===== src/rtl/mi_ram_arb_if.sv =====
// Bus bundle for the RAM-port arbiter.
// It groups the Cpu data port, the external master port, the RAM macro port,
// the exec-enable pair, the conflict counter and two debug taps.
//
// Handshake rules:
// - Cpu: a request is any non-zero ACpuWrEn/ACpuRdEn.
//   The Cpu holds the request stable while AExecEnO=0.
//   Read data arrives on ACpuMiso one enabled cycle after the grant.
// - Ext: AExtReq is a level. The master holds Addr/Mosi/WrEn/RdEn until it
//   samples AExtAck=1. AExtAck is a single enabled-cycle pulse, and AExtMiso
//   is valid only while AExtAck=1.
// - Mem: the RAM samples AMem* on enabled edges and returns AMemMiso one
//   enabled cycle after a non-zero AMemRdEn.
interface mi_ram_arb_if #(
    parameter int CCntW = 16
);
    logic              AExecEnI;
    logic              AExecEnO;

    logic [28:0]       ACpuAddr;
    logic [63:0]       ACpuMosi;
    logic [7:0]        ACpuWrEn;
    logic [7:0]        ACpuRdEn;
    logic [63:0]       ACpuMiso;

    logic              AExtReq;
    logic [28:0]       AExtAddr;
    logic [63:0]       AExtMosi;
    logic [7:0]        AExtWrEn;
    logic [7:0]        AExtRdEn;
    logic              AExtAck;
    logic [63:0]       AExtMiso;

    logic [28:0]       AMemAddr;
    logic [63:0]       AMemMosi;
    logic [7:0]        AMemWrEn;
    logic [7:0]        AMemRdEn;
    logic [63:0]       AMemMiso;

    logic [CCntW-1:0]  AConflictCnt;

    // Debug taps: round-robin priority and read-owner tag.
    logic              ADbgPrio;
    logic [1:0]        ADbgRdOwner;

    // Arbiter side.
    modport slave (
        input  AExecEnI,
        output AExecEnO,
        input  ACpuAddr, ACpuMosi, ACpuWrEn, ACpuRdEn,
        output ACpuMiso,
        input  AExtReq, AExtAddr, AExtMosi, AExtWrEn, AExtRdEn,
        output AExtAck, AExtMiso,
        output AMemAddr, AMemMosi, AMemWrEn, AMemRdEn,
        input  AMemMiso,
        output AConflictCnt,
        output ADbgPrio, ADbgRdOwner
    );

    // Environment side: requesters plus the RAM macro.
    modport master (
        output AExecEnI,
        input  AExecEnO,
        output ACpuAddr, ACpuMosi, ACpuWrEn, ACpuRdEn,
        input  ACpuMiso,
        output AExtReq, AExtAddr, AExtMosi, AExtWrEn, AExtRdEn,
        input  AExtAck, AExtMiso,
        input  AMemAddr, AMemMosi, AMemWrEn, AMemRdEn,
        output AMemMiso,
        input  AConflictCnt,
        input  ADbgPrio, ADbgRdOwner
    );
endinterface


===== src/rtl/mi_ram_arb.sv =====
// Two-master arbiter for the single 64-bit RAM port.
// The Cpu data port and an external master (debug/DMA/loader) share one RAM
// macro with 1-cycle read latency. Arbitration is decided combinationally
// every cycle, and read data is steered back using a registered owner tag.
// When the Cpu loses arbitration it is stalled through exec-enable.
// All registers advance only on AClkH edges where AClkHEn=1; the RAM sees the
// same enable, so the address/data mux is not gated.
module mi_ram_arb #(
    parameter bit CCpuFirst = 1'b1,
    parameter int CCntW     = 16
) (
    input  logic          AClkH,
    input  logic          AResetH,
    input  logic          AClkHEn,
    mi_ram_arb_if.slave   ABus
);

    typedef enum logic [1:0] {
        OwnNone = 2'd0,
        OwnCpu  = 2'd1,
        OwnExt  = 2'd2
    } owner_t;

    // Registered state
    logic             fPrio;        // 1: Cpu wins the next conflict
    owner_t           fRdOwner;     // who receives AMemMiso this cycle
    logic             fExtAck;      // Ext completion pulse
    logic [CCntW-1:0] fConflictCnt;

    // Combinational decode
    logic   cpuReq;
    logic   extElig;
    logic   cpuGrant;
    logic   extGrant;
    owner_t rdOwnerNext;

    // Request qualification.
    // Ext is masked during its own ack cycle, so a held request is not
    // mistaken for a second access.
    always_comb begin
        cpuReq  = (|ABus.ACpuWrEn) | (|ABus.ACpuRdEn);
        extElig = ABus.AExtReq & ~fExtAck;
    end

    // Grant.
    // A lone requester always wins; on a conflict fPrio picks the winner.
    always_comb begin
        cpuGrant = 1'b0;
        extGrant = 1'b0;
        if (cpuReq && extElig) begin
            cpuGrant = fPrio;
            extGrant = ~fPrio;
        end else if (cpuReq) begin
            cpuGrant = 1'b1;
        end else if (extElig) begin
            extGrant = 1'b1;
        end
    end

    // RAM port mux: forward the granted side as-is; drive zeros when idle.
    always_comb begin
        ABus.AMemAddr = '0;
        ABus.AMemMosi = '0;
        ABus.AMemWrEn = '0;
        ABus.AMemRdEn = '0;
        if (cpuGrant) begin
            ABus.AMemAddr = ABus.ACpuAddr;
            ABus.AMemMosi = ABus.ACpuMosi;
            ABus.AMemWrEn = ABus.ACpuWrEn;
            ABus.AMemRdEn = ABus.ACpuRdEn;
        end else if (extGrant) begin
            ABus.AMemAddr = ABus.AExtAddr;
            ABus.AMemMosi = ABus.AExtMosi;
            ABus.AMemWrEn = ABus.AExtWrEn;
            ABus.AMemRdEn = ABus.AExtRdEn;
        end
    end

    // Stall the Cpu only while it has a request that was not granted.
    always_comb begin
        ABus.AExecEnO = ABus.AExecEnI & ~(cpuReq & ~cpuGrant);
    end

    // Tag the next RAM read with the side that issued it.
    always_comb begin
        rdOwnerNext = OwnNone;
        if (cpuGrant && (|ABus.ACpuRdEn)) begin
            rdOwnerNext = OwnCpu;
        end else if (extGrant && (|ABus.AExtRdEn)) begin
            rdOwnerNext = OwnExt;
        end
    end

    // Round-robin priority.
    // Only a real conflict moves the priority, and it moves to the loser.
    always_ff @(posedge AClkH or posedge AResetH) begin
        if (AResetH) begin
            fPrio <= CCpuFirst;
        end else if (AClkHEn && cpuReq && extElig) begin
            fPrio <= ~cpuGrant;
        end
    end

    // Read-owner tag and Ext ack.
    // A reset drops any in-flight Ext access without an ack.
    always_ff @(posedge AClkH or posedge AResetH) begin
        if (AResetH) begin
            fRdOwner <= OwnNone;
            fExtAck  <= 1'b0;
        end else if (AClkHEn) begin
            fRdOwner <= rdOwnerNext;
            fExtAck  <= extGrant;
        end
    end

    // Saturating count of enabled cycles in which both sides were competing.
    always_ff @(posedge AClkH or posedge AResetH) begin
        if (AResetH) begin
            fConflictCnt <= '0;
        end else if (AClkHEn && cpuReq && extElig && !(&fConflictCnt)) begin
            fConflictCnt <= fConflictCnt + CCntW'(1);
        end
    end

    // Read-data return: each side sees RAM data only when it owns it.
    always_comb begin
        ABus.ACpuMiso = '0;
        ABus.AExtMiso = '0;
        if (fRdOwner == OwnCpu) begin
            ABus.ACpuMiso = ABus.AMemMiso;
        end
        if (fExtAck && (fRdOwner == OwnExt)) begin
            ABus.AExtMiso = ABus.AMemMiso;
        end
    end

    // Status outputs.
    always_comb begin
        ABus.AExtAck      = fExtAck;
        ABus.AConflictCnt = fConflictCnt;
        ABus.ADbgPrio     = fPrio;
        ABus.ADbgRdOwner  = fRdOwner;
    end

endmodule


===== src/flat_wrapper.sv =====
// flat-port wrapper written by rule: the top's interface ports become plain ports
module mi_ram_arb_flat 
#(
    parameter bit CCpuFirst = 1'b1,
    parameter int CCntW     = 16
)
  (AClkH, AResetH, AClkHEn, ABus_AExecEnI, ABus_AExecEnO, ABus_ACpuAddr, ABus_ACpuMosi, ABus_ACpuWrEn, ABus_ACpuRdEn, ABus_ACpuMiso, ABus_AExtReq, ABus_AExtAddr, ABus_AExtMosi, ABus_AExtWrEn, ABus_AExtRdEn, ABus_AExtAck, ABus_AExtMiso, ABus_AMemAddr, ABus_AMemMosi, ABus_AMemWrEn, ABus_AMemRdEn, ABus_AMemMiso, ABus_AConflictCnt, ABus_ADbgPrio, ABus_ADbgRdOwner);
  mi_ram_arb_if #(.CCntW(CCntW)) ABus_i ();
  input  logic AClkH;
  input  logic AResetH;
  input  logic AClkHEn;
  input wire logic [$bits(ABus_i.AExecEnI)-1:0] ABus_AExecEnI;
  output wire logic [$bits(ABus_i.AExecEnO)-1:0] ABus_AExecEnO;
  input wire logic [$bits(ABus_i.ACpuAddr)-1:0] ABus_ACpuAddr;
  input wire logic [$bits(ABus_i.ACpuMosi)-1:0] ABus_ACpuMosi;
  input wire logic [$bits(ABus_i.ACpuWrEn)-1:0] ABus_ACpuWrEn;
  input wire logic [$bits(ABus_i.ACpuRdEn)-1:0] ABus_ACpuRdEn;
  output wire logic [$bits(ABus_i.ACpuMiso)-1:0] ABus_ACpuMiso;
  input wire logic [$bits(ABus_i.AExtReq)-1:0] ABus_AExtReq;
  input wire logic [$bits(ABus_i.AExtAddr)-1:0] ABus_AExtAddr;
  input wire logic [$bits(ABus_i.AExtMosi)-1:0] ABus_AExtMosi;
  input wire logic [$bits(ABus_i.AExtWrEn)-1:0] ABus_AExtWrEn;
  input wire logic [$bits(ABus_i.AExtRdEn)-1:0] ABus_AExtRdEn;
  output wire logic [$bits(ABus_i.AExtAck)-1:0] ABus_AExtAck;
  output wire logic [$bits(ABus_i.AExtMiso)-1:0] ABus_AExtMiso;
  output wire logic [$bits(ABus_i.AMemAddr)-1:0] ABus_AMemAddr;
  output wire logic [$bits(ABus_i.AMemMosi)-1:0] ABus_AMemMosi;
  output wire logic [$bits(ABus_i.AMemWrEn)-1:0] ABus_AMemWrEn;
  output wire logic [$bits(ABus_i.AMemRdEn)-1:0] ABus_AMemRdEn;
  input wire logic [$bits(ABus_i.AMemMiso)-1:0] ABus_AMemMiso;
  output wire logic [$bits(ABus_i.AConflictCnt)-1:0] ABus_AConflictCnt;
  output wire logic [$bits(ABus_i.ADbgPrio)-1:0] ABus_ADbgPrio;
  output wire logic [$bits(ABus_i.ADbgRdOwner)-1:0] ABus_ADbgRdOwner;
  assign ABus_i.AExecEnI = ABus_AExecEnI;
  assign ABus_AExecEnO = ABus_i.AExecEnO;
  assign ABus_i.ACpuAddr = ABus_ACpuAddr;
  assign ABus_i.ACpuMosi = ABus_ACpuMosi;
  assign ABus_i.ACpuWrEn = ABus_ACpuWrEn;
  assign ABus_i.ACpuRdEn = ABus_ACpuRdEn;
  assign ABus_ACpuMiso = ABus_i.ACpuMiso;
  assign ABus_i.AExtReq = ABus_AExtReq;
  assign ABus_i.AExtAddr = ABus_AExtAddr;
  assign ABus_i.AExtMosi = ABus_AExtMosi;
  assign ABus_i.AExtWrEn = ABus_AExtWrEn;
  assign ABus_i.AExtRdEn = ABus_AExtRdEn;
  assign ABus_AExtAck = ABus_i.AExtAck;
  assign ABus_AExtMiso = ABus_i.AExtMiso;
  assign ABus_AMemAddr = ABus_i.AMemAddr;
  assign ABus_AMemMosi = ABus_i.AMemMosi;
  assign ABus_AMemWrEn = ABus_i.AMemWrEn;
  assign ABus_AMemRdEn = ABus_i.AMemRdEn;
  assign ABus_i.AMemMiso = ABus_AMemMiso;
  assign ABus_AConflictCnt = ABus_i.AConflictCnt;
  assign ABus_ADbgPrio = ABus_i.ADbgPrio;
  assign ABus_ADbgRdOwner = ABus_i.ADbgRdOwner;
  mi_ram_arb #(.CCpuFirst(CCpuFirst), .CCntW(CCntW)) u_core (.AClkH(AClkH), .AResetH(AResetH), .AClkHEn(AClkHEn), .ABus(ABus_i));
endmodule

===== config.mk =====
export PLATFORM = sky130hd
export DESIGN_NAME = mi_ram_arb_flat
export DESIGN_NICKNAME = d
export VERILOG_FILES = /design/src/rtl/mi_ram_arb_if.sv /design/src/rtl/mi_ram_arb.sv /design/src/flat_wrapper.sv
export SDC_FILE = /design/constraint.sdc
export NUM_CORES = 1
export LEC_CHECK = 0
export ABC_AREA = 0
export CAP_MARGIN = 20
export CORE_AREA = 2 2 214 216
export CTS_BUF_LIST = sky130_fd_sc_hd__clkbuf_16
export CTS_CLUSTER_DIAMETER = 60
export DETAILED_ROUTE_END_ITERATION = 10
export DIE_AREA = 0 0 216 218
export PLACE_DENSITY = 0.44
export RECOVER_POWER = 100
export SETUP_SLACK_MARGIN = 0.3
export SYNTH_ARGS = -nofsm -noshare
export SYNTH_HDL_FRONTEND = slang
export SYNTH_SLANG_ARGS = --single-unit
export TNS_END_PERCENT = 10

===== constraint.sdc =====
create_clock -name AClkH -period 2.3 [get_ports AClkH]
set_input_delay 0.23 -clock AClkH [delete_from_list [all_inputs] [get_ports AClkH]]
set_output_delay 0.23 -clock AClkH [all_outputs]
set_load 0.02 [all_outputs]

# ---- Word-level counts from Yosys, hierarchy flattened
# Cells that the tools add are included.
dict set report word_totals {
  register_bits 20
  in_bits 287
  output_inout_bits 258
}
dict set report op_classes {
  reduce_logical 12
  bitwise_logic 8
  n_addsub 1
  n_mux 17
  eq_ne 2
}
# op n
set ops {}
lappend ops {{$mux W64} 4}
lappend ops {{$mux W29} 2}
lappend ops {{$mux W8} 4}
lappend ops {{$reduce_or A8 Y1} 3}
lappend ops {{$add A16 B1 Y16 const B} 1}
lappend ops {{$reduce_and A16 Y1} 1}
lappend ops {{$logic_and A1 B1 Y1} 7}
lappend ops {{$mux W1} 5}
lappend ops {{$mux W2} 2}
lappend ops {{$not A1 Y1} 4}
lappend ops {{$and A1 B1 Y1} 3}
lappend ops {{$eq A2 B1 Y1 const B} 1}
lappend ops {{$eq A2 B2 Y1 const B} 1}
lappend ops {{$logic_not A1 Y1} 1}
lappend ops {{$or A1 B1 Y1} 1}

# ---- Depth between registers and ports, before layout
# Gate-level depths: netlist of the first run.
dict set report logic_depth {
  ltp_word 8
  ltp_mapped 8
  ltp_nobuf 6
}

# ---- Worst setup path before layout of the first run
# No wires, ideal clock.
dict set report synth_timing {
  path_type {input port to output port}
  from {input ABus_ACpuWrEn[1]}
  to {output ABus_AMemRdEn[0]}
  setup_slack_ns 0.036
  cell_stages 6
  arrival_time_ns 2.034
  t_required_ns 2.070
  path_cell_list {or4_1 nor4_4 nor2_1 buf_6 buf_2 o21ai_0}
}
dict set report synth_via {
  elab_chain_cells 6
}
# item line
set synth_lines {}
lappend synth_lines {{from (decl)} flat_wrapper.sv:16} ;# input wire logic [$bits(ABus_i.ACpuWrEn)-1:0] ABus_ACpuWrEn;
lappend synth_lines {{$reduce_or A8 Y1 (*)} mi_ram_arb.sv:41} ;# cpuReq = (|ABus.ACpuWrEn) | (|ABus.ACpuRdEn);
lappend synth_lines {{$or A1 B1 Y1 (*)} mi_ram_arb.sv:41}
lappend synth_lines {{$mux W1 or $logic_and A1 B1 Y1 (tied branches)} {mi_ram_arb.sv:53, mi_ram_arb.sv:50}}
lappend synth_lines {{$mux W1} mi_ram_arb.sv:50} ;# if (cpuReq && extElig) begin
lappend synth_lines {{$mux W8} mi_ram_arb.sv:71} ;# end else if (extGrant) begin
lappend synth_lines {{$mux W8 (*)} mi_ram_arb.sv:66} ;# if (cpuGrant) begin
lappend synth_lines {{to (decl)} flat_wrapper.sv:29} ;# output wire logic [$bits(ABus_i.AMemRdEn)-1:0] ABus_AMemRdEn;
# Every way passes the cells marked *; elsewhere a longest branch is shown, timed or not.

# ---- Worst setup path in the final report of the first run
dict set report layout_timing {
  from {input ABus_ACpuWrEn[3]}
  to {output ABus_AMemMosi[53]}
}
dict set report layout_via {
  elab_chain_cells 6
}
# item line
set layout_lines {}
lappend layout_lines {{$reduce_or A8 Y1 (*)} mi_ram_arb.sv:41}
lappend layout_lines {{$or A1 B1 Y1 (*)} mi_ram_arb.sv:41}
lappend layout_lines {{$mux W1 or $logic_and A1 B1 Y1 (tied branches)} {mi_ram_arb.sv:53, mi_ram_arb.sv:50}}
lappend layout_lines {{$mux W1} mi_ram_arb.sv:50}
lappend layout_lines {{$mux W64} mi_ram_arb.sv:71}
lappend layout_lines {{$mux W64 (*)} mi_ram_arb.sv:66}
lappend layout_lines {{to (decl)} flat_wrapper.sv:27} ;# output wire logic [$bits(ABus_i.AMemMosi)-1:0] ABus_AMemMosi;
# Marks and branches as above.

==> impl_metrics.yaml, run 1 <==
run_status:
  status: "complete, but fails checks"
  violations: "setup timing"
power_and_ir_drop:
  peakVddDrop_uv: 408.2
  power.density_nw_per_um2: 610.1
  leakage_nw: 4.626
logic_synthesis:
  synth_area_leaders: "nand2_1, and2_1, o21ai_1, dfrtp_1, buf_6"
  ys_async_sr_fraction: 1.000
  yosysUniqueCellTypes: 36
  synth_top_flop_cell: "dfrtp_1"
  synth_fp_nets: 893
  synth_edf_count: 0
  synth_top_area_cell: "nand2_1"
  synthCells: 605
  ys_seq_elements: 20
  yosys.area.top_type_share: 0.2444
  yosys_warnings: 0
  syn-cell-area_um2: 3502
  seq_area_frac_synth: 0.1433
  syn_area_per_cell_um2: 5.789
timing:
  fin_crit_sh: 1.129
  slew_headroom: 0.4634
  final-hold-violation-count: 0
  skew_ns: 0.001233
  setup_violations: 107
  slew_viol_final: 0
  rsz0062_at_grt: "yes"
  fin_crit_ns: 2.597
  worst_slew_pin_slew_ns: 0.8040
  whs_ns: 0.5214
  clock.fmax_mhz: 385.1
  fin_ws_ns: -0.2966
floorplan:
  dieHeight_um: 218
  row_count: 78
  die_area_um2: 47090
  die_w_um: 216
  core-area_um2: 44890
  pin_count: 545
  start_util: 0.07801
finish:
  multiInputGateArea_um2: 3316
  syn_to_final_growth_pct: 189.7
  antennaDiodeCount: 0
  final_area_um2: 10150
  seqCellArea_um2: 503.0
  final_cells: 1777
  postLayoutCoreUtil: 0.2260
  num-nets-final: 1466
  fill_cells: 5030
  drive_gt1_frac: 0.3195
global_route:
  antenna_found_initial: 2
  grt.total_usage: 0.1105
  grt_max_degree: 69
  overflow: 0
  grt_pass1_vias: 5936
  grt_pass1_wl_um: 39570
setup_path:
  criticalPathCategory: "input port to primary output"
  start_kind: "input port"
  r2r-end: "u_core.ABus.AConflictCnt[13]$_DFFE_PP0P_"
  arrival_ns: 2.37
  rr_worst_depth: 7
  required_ns: 2.07
  crit_fanout: 6
  r2r_start: "u_core.ABus.AExtAck$_DFFE_PP0P_"
  reg2reg_setup_slack_ns: 0.34
  cp-end-kind: "primary output"
routing:
  viasPerCell: 3.456
  num_vias: 6142
  drtIter0Drc: 202
  wl_um: 29410
  drtPass1Iterations: 5
  wl_per_cell_um: 16.55
  antenna_left: 0
  post-route-drc-count: 0
min_path:
  hold_class: "flop to flop"
  min_path_cells: 1
  hold_path.startpoint: "u_core.ABus.AConflictCnt[7]$_DFFE_PP0P_"
  hold_end: "u_core.ABus.AConflictCnt[7]$_DFFE_PP0P_"
place:
  place_hpwl_um: 23840
  io_buffers: 544
  preCtsSetupSlack_ns: -1.074
  gp_congestion: 0.9605
  place_area_um2: 10060
  dpl.cell_count: 1754
clocking:
  tritoncts: "done"
  cts_sinks: 20
  cts_max_level: 1
  cts_root_buffer: "clkbuf_16"
  cts-hold-fix-buffers: 0
  clk-insertion-delay-late_ns: 0.25
  clk_pin_slew_ns: 0.06
  cts_inserted_buffers: 3
  clk_path_buf_depth: 2
job:
  cap_violations: 0
-- report_power, final --
part | internal (mW) | total (mW) | switching, mW | leakage (nW)
logic | 2.31 | 5.18 | 2.87 | 4.32
registers | 0.429 | 0.531 | 0.102 | 0.256
clock network | 0.345 | 0.481 | 0.135 | 0.0511
-- kinds of logic (layout without fill, tap and decap cells) --
family	after synthesis	in the layout	synth area share
flops	20	20	0.1433
compound gates	118	118	0.1819
mux	3	3	0.009646
simple gates	396	397	0.5434
fa+ha+maj	1	1	0.003572
xor+xnor	14	14	0.03501
buf+inv	53	624	0.08324
-- timing repair --
action	in CTS	in global routing
pin swaps	24	27
buffers inserted	6	9
resized for setup	774	269
cloned	3	1
endpoints found under the setup margin	256	249
-- per-stage QoR --
stage | power, mW | setup TNS [ns]
floorplan | 2.877 | 0
global placement | 5.480 | -107.58
detailed placement | 5.474 | -110.57
CTS | 6.179 | -13.90
global route | 6.562 | -28.68
finish | 6.190 | -16.35
-- state kept, by name (all words and copies together), names as in the netlist --
name                      count
u_core.ABus.AExtAck           1
u_core.ABus.ADbgRdOwner       2
u_core.ABus.ADbgPrio          1
u_core.ABus.AConflictCnt     16
-- metal layers --
| layer | up-vias | share of wire | track usage |
|---|---|---|---|
| li1 | 3106 | - | - |
| met1 | 2775 | 0.41 | 0.1357 |
| met2 | 239 | 0.51 | 0.2021 |
| met3 | 18 | 0.066 | 0.02287 |
| met4 | 4 | 0.014 | 0.01484 |
| met5 | - | 0.0011 | 0 |
-- cells in the final DEF, fill, tap and decap left out, types with 20 or more instances in the layout --
cell and n:
and2_1 127, buf_2 68, buf_4 98, buf_6 58, clkbuf_1 60, clkdlybuf4s50_1 269, dlygate4sd3_1 21, nand2_1 193
nand2_2 25, o21ai_1 42, o21ai_2 47, o21ai_4 20
-- worst max-delay path: stages --
cell     delay (ns)
buf_6          0.09
or4_4          0.58
buf_6          0.16
nor4_4         0.33
nor2_4         0.15
buf_12         0.18
buf_6          0.12
buf_8          0.12
buf_6          0.11
o21ai_4        0.15
buf_6          0.14
-- cells in the mapped netlist (all sizes together), types with 4 or more instances --
| master | number |
|---|---|
| o21ai | 109 |
| nor3 | 4 |
| nand3 | 5 |
| xnor2 | 8 |
| nand4 | 6 |
| and2 | 128 |
| nor4 | 4 |
| xor2 | 6 |
| buf | 15 |
| nor2 | 10 |
| clkbuf | 34 |
| dfrtp | 19 |
| nand2 | 228 |
| inv | 4 |
| or4 | 4 |
-- worst max path at each step --
stage                     startpoint           endpoint  slack [ns]  cells past startpoint
floorplan           ABus_ACpuWrEn[1]  ABus_AMemMosi[10]        0.18                      6
global placement    ABus_ACpuWrEn[0]  ABus_AMemAddr[28]       -1.04                      8
detailed placement  ABus_ACpuWrEn[0]  ABus_AMemMosi[53]       -1.07                      9
CTS                 ABus_ACpuWrEn[6]  ABus_AMemAddr[28]       -0.35                      7
global route        ABus_ACpuWrEn[3]  ABus_AMemMosi[53]       -0.38                     11
finish              ABus_ACpuWrEn[3]  ABus_AMemMosi[53]       -0.30                     11
-- area by class of cell --
cell class	instances	share of cell area
clock buffer	3	0.007398
clock inverter	1	0.002959
inverter	4	0.001480
multi-input combinational	533	0.3268
sequential	20	0.04957
tap	600	0.07398
timing repair buffer	616	0.5379
Power figures use the tool's default switching activity.
==> run 2, diff against run 1 <==
Settings changed: CORE_AREA 2 2 214 216 to 4 4 209 211, DIE_AREA 0 0 216 218 to 0 0 213 215, PLACE_DENSITY 0.44 to 0.45.
==> impl_metrics.yaml, run 2 (synthesis gave the netlist of run 1 again) <==
run_status:
  status: "complete, but fails checks"
  violations: "setup timing"
clocking:
  clk_pin_slew_ns: 0.05
  cts-hold-fix-buffers: 0
  cts_sinks: 20
  cts_root_buffer: "clkbuf_16"
  cts_inserted_buffers: 3
  clk-insertion-delay-late_ns: 0.25
  clk_path_buf_depth: 2
  cts_max_level: 1
  tritoncts: "done"
min_path:
  hold_class: "flop to flop"
timing:
  fin_ws_ns: -0.1865
  final-hold-violation-count: 0
  clock.fmax_mhz: 402.2
  skew_ns: 0.002716
  rsz0062_at_grt: "yes"
  setup_violations: 99
  fin_crit_ns: 2.487
  worst_slew_pin_slew_ns: 1.127
  whs_ns: 0.5194
  final.setup.tns_ns: -7.945
  slew_viol_final: 0
  slew_headroom: 0.2489
  fin_crit_sh: 1.081
setup_path:
  reg2reg_setup_slack_ns: 0.31
  critPathLaunch: "ABus_ACpuWrEn[0]"
  required_ns: 2.07
  path_cells: "buf_8 > or4_4 > buf_6 > nor4_4 > nor2_4 > clkbuf_16 > buf_12 > buf_16 > o21ai_4 > buf_6"
  endpoint: "ABus_AMemMosi[62]"
  start_kind: "input port"
  cpMaxStageDelayCell: "or4_4"
  crit_top_cell: "buf_6"
  rr_worst_depth: 7
  crit_buf_inv: 6
  critPathMaxStageDelay_ns: 0.54
  crit_fanout: 8
  crit_family: "simple AND/OR/NAND/NOR gates"
  r2r-end: "u_core.ABus.AConflictCnt[13]$_DFFE_PP0P_"
  arrival_ns: 2.26
  cp-end-kind: "primary output"
  r2r_start: "u_core.ABus.AConflictCnt[0]$_DFFE_PP0P_"
  criticalPathCategory: "input port to primary output"
  worstSetupPathDepth: 10
floorplan:
  pin_count: 545
  start_util: 0.08387
  die_w_um: 213
  core-area_um2: 41760
  dieHeight_um: 215
  row_count: 75
  die_area_um2: 45800
finish:
  largest_reg_flops: 16
  final_cells: 1719
  final_common_cell: "clkdlybuf4s50_1"
  fill_cells: 4610
  drive_gt1_frac: 0.3362
  seqCellArea_um2: 503.0
  final_area_um2: 10640
  num-nets-final: 1467
  multiInputGateArea_um2: 3422
  final_cell_mix: "clkdlybuf4s50_1, nand2_1, and2_1, buf_4, buf_6"
  syn_to_final_growth_pct: 203.8
  postLayoutCoreUtil: 0.2548
routing:
  drtPass1Iterations: 4
  viasPerCell: 3.601
  wl_per_cell_um: 17.38
  wl_um: 29880
  antenna_left: 0
  post-route-drc-count: 0
  num_vias: 6190
  drtIter0Drc: 204
place:
  place_area_um2: 10130
  preCtsSetupSlack_ns: -0.9133
  gp_congestion: 0.8605
  io_buffers: 544
  dpl.cell_count: 1702
  place_hpwl_um: 24900
power_and_ir_drop:
  leakage_nw: 4.996
  power.density_nw_per_um2: 609.0
  peakVddDrop_uv: 390.3
  total_power_mw: 6.479
global_route:
  antenna_found_initial: 2
  overflow: 0
  grt_max_degree: 65
  grt_pass1_vias: 6145
  grt.total_usage: 0.1153
  grt_pass1_wl_um: 40850
job:
  cap_violations: 0
## run 2: worst min path at each step
| stage | end | startpoint | cells after the start |
|---|---|---|---|
| floorplan | u_core.ABus.AConflictCnt[0]$_DFFE_PP0P_ | AResetH | 1 |
| global placement | u_core.ABus.AConflictCnt[13]$_DFFE_PP0P_ | u_core.ABus.AConflictCnt[13]$_DFFE_PP0P_ | 1 |
| detailed placement | u_core.ABus.AConflictCnt[13]$_DFFE_PP0P_ | u_core.ABus.AConflictCnt[13]$_DFFE_PP0P_ | 1 |
| CTS | u_core.ABus.AConflictCnt[8]$_DFFE_PP0P_ | AResetH | 3 |
| global route | u_core.ABus.AConflictCnt[7]$_DFFE_PP0P_ | u_core.ABus.AConflictCnt[7]$_DFFE_PP0P_ | 1 |
| finish | u_core.ABus.AConflictCnt[13]$_DFFE_PP0P_ | u_core.ABus.AConflictCnt[13]$_DFFE_PP0P_ | 1 |
## run 2: repair_timing
| action | 4_1_cts | 5_1_grt |
|---|---|---|
| buffers inserted | 2 | 3 |
| pin swaps | 28 | 26 |
| setup endpoints to repair | 257 | 218 |
| resized for setup | 828 | 267 |
| gates cloned | 4 | 2 |
| endpoints found under the hold margin | 0 | 0 |
## run 2: metal layers
metal | up-vias | wire length (µm) | GRT usage
met4 | 0 | 294 | 0.01417
li1 | 3105 | - | -
met2 | 235 | 15640 | 0.2167
met1 | 2833 | 11860 | 0.1406
met5 | - | 0 | 0
met3 | 17 | 2092 | 0.01881
## run 2: final cells by class
type	instances	share of cell area
flip-flops and latches	20	0.04727
clock inverters	1	0.0003528
repair buffers	618	0.5584
inverters	4	0.001411
diodes	2	0.0004704
clock buffers	3	0.007056
multi-input cells	532	0.3216
well taps	539	0.06338
## run 2: worst register-to-register path: stages (launching register included)
cell     delay, ns
dfrtp_1       0.44
ha_1          0.27
nand3_2       0.12
nor4_1        0.06
buf_4         0.15
a311o_2       0.47
nor3_2        0.21
xor2_1        0.19
## run 2: power breakdown
group          switching [mW]  leakage (nW)  internal [mW]
Clock                   0.127        0.0385          0.232
Sequential              0.102         0.256          0.429
Combinational            2.94          4.70           2.65
Total                    3.17          5.00           3.31
==> run 3, diff against run 2 <==
Settings changed: ABC_AREA 0 to 1, CAP_MARGIN 20 to 15, CORE_AREA 4 4 209 211 to 4 4 212 214, DIE_AREA 0 0 213 215 to 0 0 216 218.
==> impl_metrics.yaml, run 3 <==
power_and_ir_drop:
  leakage_nw: 5.130
  peakVddDrop_uv: 233.8
  total_power_mw: 5.569
  power.density_nw_per_um2: 531.4
global_route:
  overflow: 0
  grt_pass1_vias: 7577
  grt_pass1_wl_um: 49310
  antenna_found_initial: 5
  grt_max_degree: 65
  grt.total_usage: 0.1367
setup_path:
  criticalPathCategory: "flop to primary output"
  start_kind: "flop"
  r2r_start: "u_core.ABus.AConflictCnt[1]$_DFFE_PP0P_"
  rr_worst_depth: 9
  reg2reg_setup_slack_ns: 0.30
  arrival_ns: 1.99
  required_ns: 2.07
  crit_fanout: 64
  cp-end-kind: "primary output"
  r2r-end: "u_core.ABus.AConflictCnt[14]$_DFFE_PP0P_"
  critPathLaunch: "u_core.ABus.AExtAck$_DFFE_PP0P_"
  endpoint: "ABus_AExtMiso[37]"
finish:
  drive_gt1_frac: 0.09424
  final_cell_mix: "clkdlybuf4s50_1, nand3_1, nand2_1, nor2_1, dlygate4sd3_1"
  syn_to_final_growth_pct: 169.3
  final_common_cell: "clkdlybuf4s50_1"
  num-nets-final: 1626
  postLayoutCoreUtil: 0.2444
  largest_reg_flops: 16
logic_synthesis:
  synthCells: 782
  netlist_top_cells_count: "nand3_1, nand2_1, nor2_1"
  seq_area_frac_synth: 0.1289
  synth_fp_nets: 1070
  synth_edf_count: 0
  synth.most_common_cell: "nand3_1"
  synth_fa_ha_area_frac: 0.003214
  yosys_warnings: 0
  synth_xor_area_frac: 0.01800
  synth_area_leaders: "nand3_1, nand2_1, nor2_1, dfrtp_1, inv_1"
  synth_top_family_by_area: "simple AND/OR/NAND/NOR gates"
  syn_area_per_cell_um2: 4.978
  synth-compound-area-share: 0.009643
  yosys.area.top_type_share: 0.2893
  synth-simple-area-share: 0.6676
  yosysUniqueCellTypes: 22
  ys_seq_elements: 20
  synth_top_flop_cell: "dfrtp_1"
  syn-cell-area_um2: 3892
  ys_async_sr_fraction: 1.000
  synthMuxAreaShare: 0
  synth_top_area_cell: "nand3_1"
routing:
  antenna_left: 0
  post-route-drc-count: 0
  wl_per_cell_um: 18.37
  num_vias: 7368
  drtIter0Drc: 387
  viasPerCell: 3.826
  drtPass1Iterations: 5
  wl_um: 35370
floorplan:
  pin_count: 545
  row_count: 76
  dieHeight_um: 218
  die_area_um2: 47090
  die_w_um: 216
  core-area_um2: 42890
  start_util: 0.09076
clocking:
  cts_inserted_buffers: 3
  cts_sinks: 20
  cts_root_buffer: "clkbuf_16"
  tritoncts: "done"
  cts-hold-fix-buffers: 0
  clk_pin_slew_ns: 0.06
  clk-insertion-delay-late_ns: 0.25
  cts_max_level: 1
  clk_path_buf_depth: 2
place:
  io_buffers: 544
  preCtsSetupSlack_ns: -0.5594
  gp_congestion: 0.9552
  place_hpwl_um: 29130
timing:
  whs_ns: 0.5610
  setup_violations: 0
  final.setup.tns_ns: 0
  slew_viol_final: 0
  worst_slew_pin_slew_ns: 1.175
  fin_ws_ns: 0.08168
  rsz0062_at_grt: "yes"
  skew_ns: 0.001920
  fin_crit_ns: 2.218
  clock.fmax_mhz: 450.8
  fin_crit_sh: 0.9645
  final-hold-violation-count: 0
  slew_headroom: 0.2169
min_path:
  hold_class: "flop to flop"
job:
  cap_violations: 0
run_status:
  status: "finished clean"
-- run 3: cell count changes in the layout (fill, tap and decap cells not counted), sizes merged, moves of 91 or more --
| cell | previous run | this run |
|---|---|---|
| nor2 | 10 | 159 |
| and2 | 128 | 0 |
| o21ai | 109 | 6 |
| buf | 227 | 74 |
| dlygate4sd3 | 21 | 112 |
| nand3 | 5 | 226 |
-- run 3: cells by family after synthesis --
group,count (synthesis)
flip-flops,20
buffers and inverters,147
XOR/XNOR,8
AND/OR/NAND/NOR,599
AO/OA/AOI/OAI,7
adder cells (fa/ha/maj),1
-- run 3: worst max-delay path, cell delays in order, from the launching register on --
cell           delay [ns]
dfrtp_1              0.36
inv_2                0.05
buf_4                0.13
nor2_1               0.10
nand2_2              0.07
buf_12               0.19
nor2_1               0.12
dlygate4sd3_1        0.69
-- run 3: repair_timing --
item | CTS | global route
resized for setup | 384 | 40
setup endpoints to repair | 211 | 239
buffers inserted | 7 | 1
gates cloned | 8 | 0
pin swaps | 15 | 0
-- run 3: power breakdown --
group	leakage (nW)	total (mW)	internal, mW	switching, mW
sequential	0.267	0.486	0.410	0.0753
combinational	4.82	4.72	2.09	2.63
clock	0.0386	0.369	0.232	0.137
-- run 3: how the worst min path moves through the flow --
| stage | start | end | slack [ns] | cells after the start |
|---|---|---|---|---|
| after global routing | u_core.ABus.ADbgPrio$_DFFE_PP1P_ | u_core.ABus.ADbgPrio$_DFFE_PP1P_ | 0.59 | 2 |
| after detailed placement | u_core.ABus.AConflictCnt[15]$_DFFE_PP0P_ | u_core.ABus.AConflictCnt[15]$_DFFE_PP0P_ | 0.56 | 2 |
| after CTS | AResetH | u_core.ABus.AConflictCnt[5]$_DFFE_PP0P_ | 0.32 | 3 |
| after floorplan | AResetH | u_core.ABus.AConflictCnt[0]$_DFFE_PP0P_ | 0.19 | 1 |
| final | u_core.ABus.ADbgPrio$_DFFE_PP1P_ | u_core.ABus.ADbgPrio$_DFFE_PP1P_ | 0.56 | 2 |
| after global placement | u_core.ABus.ADbgRdOwner[1]$_DFFE_PP0P_ | u_core.ABus.ADbgRdOwner[1]$_DFFE_PP0P_ | 0.55 | 2 |
-- run 3: per-stage QoR --
step                std cells  cell area (µm²)
floorplan                 782             3892
global placement         1902            10340
detailed placement       1902            10340
global route             1925            10480
finish                   1926            10480
CTS                      1921            10790
-- run 3: routing by layer --
layer,GRT usage,part of all wire,vias up
met4,0.02560,0.017,0
met3,0.03065,0.080,29
met1,0.1519,0.38,3328
met2,0.2666,0.52,418
li1,-,-,3593
met5,0,0,-
-- run 3: final cells by class --
type                    count  area, µm²
well taps                 585      732.0
clock buffers               3      75.07
fillers                  4895      32400
repair buffers            613       6017
multi-input cells         615       2820
clock inverters             1      3.754
flip-flops and latches     20      501.7
inverters                  85      321.6
diodes                      4      10.01
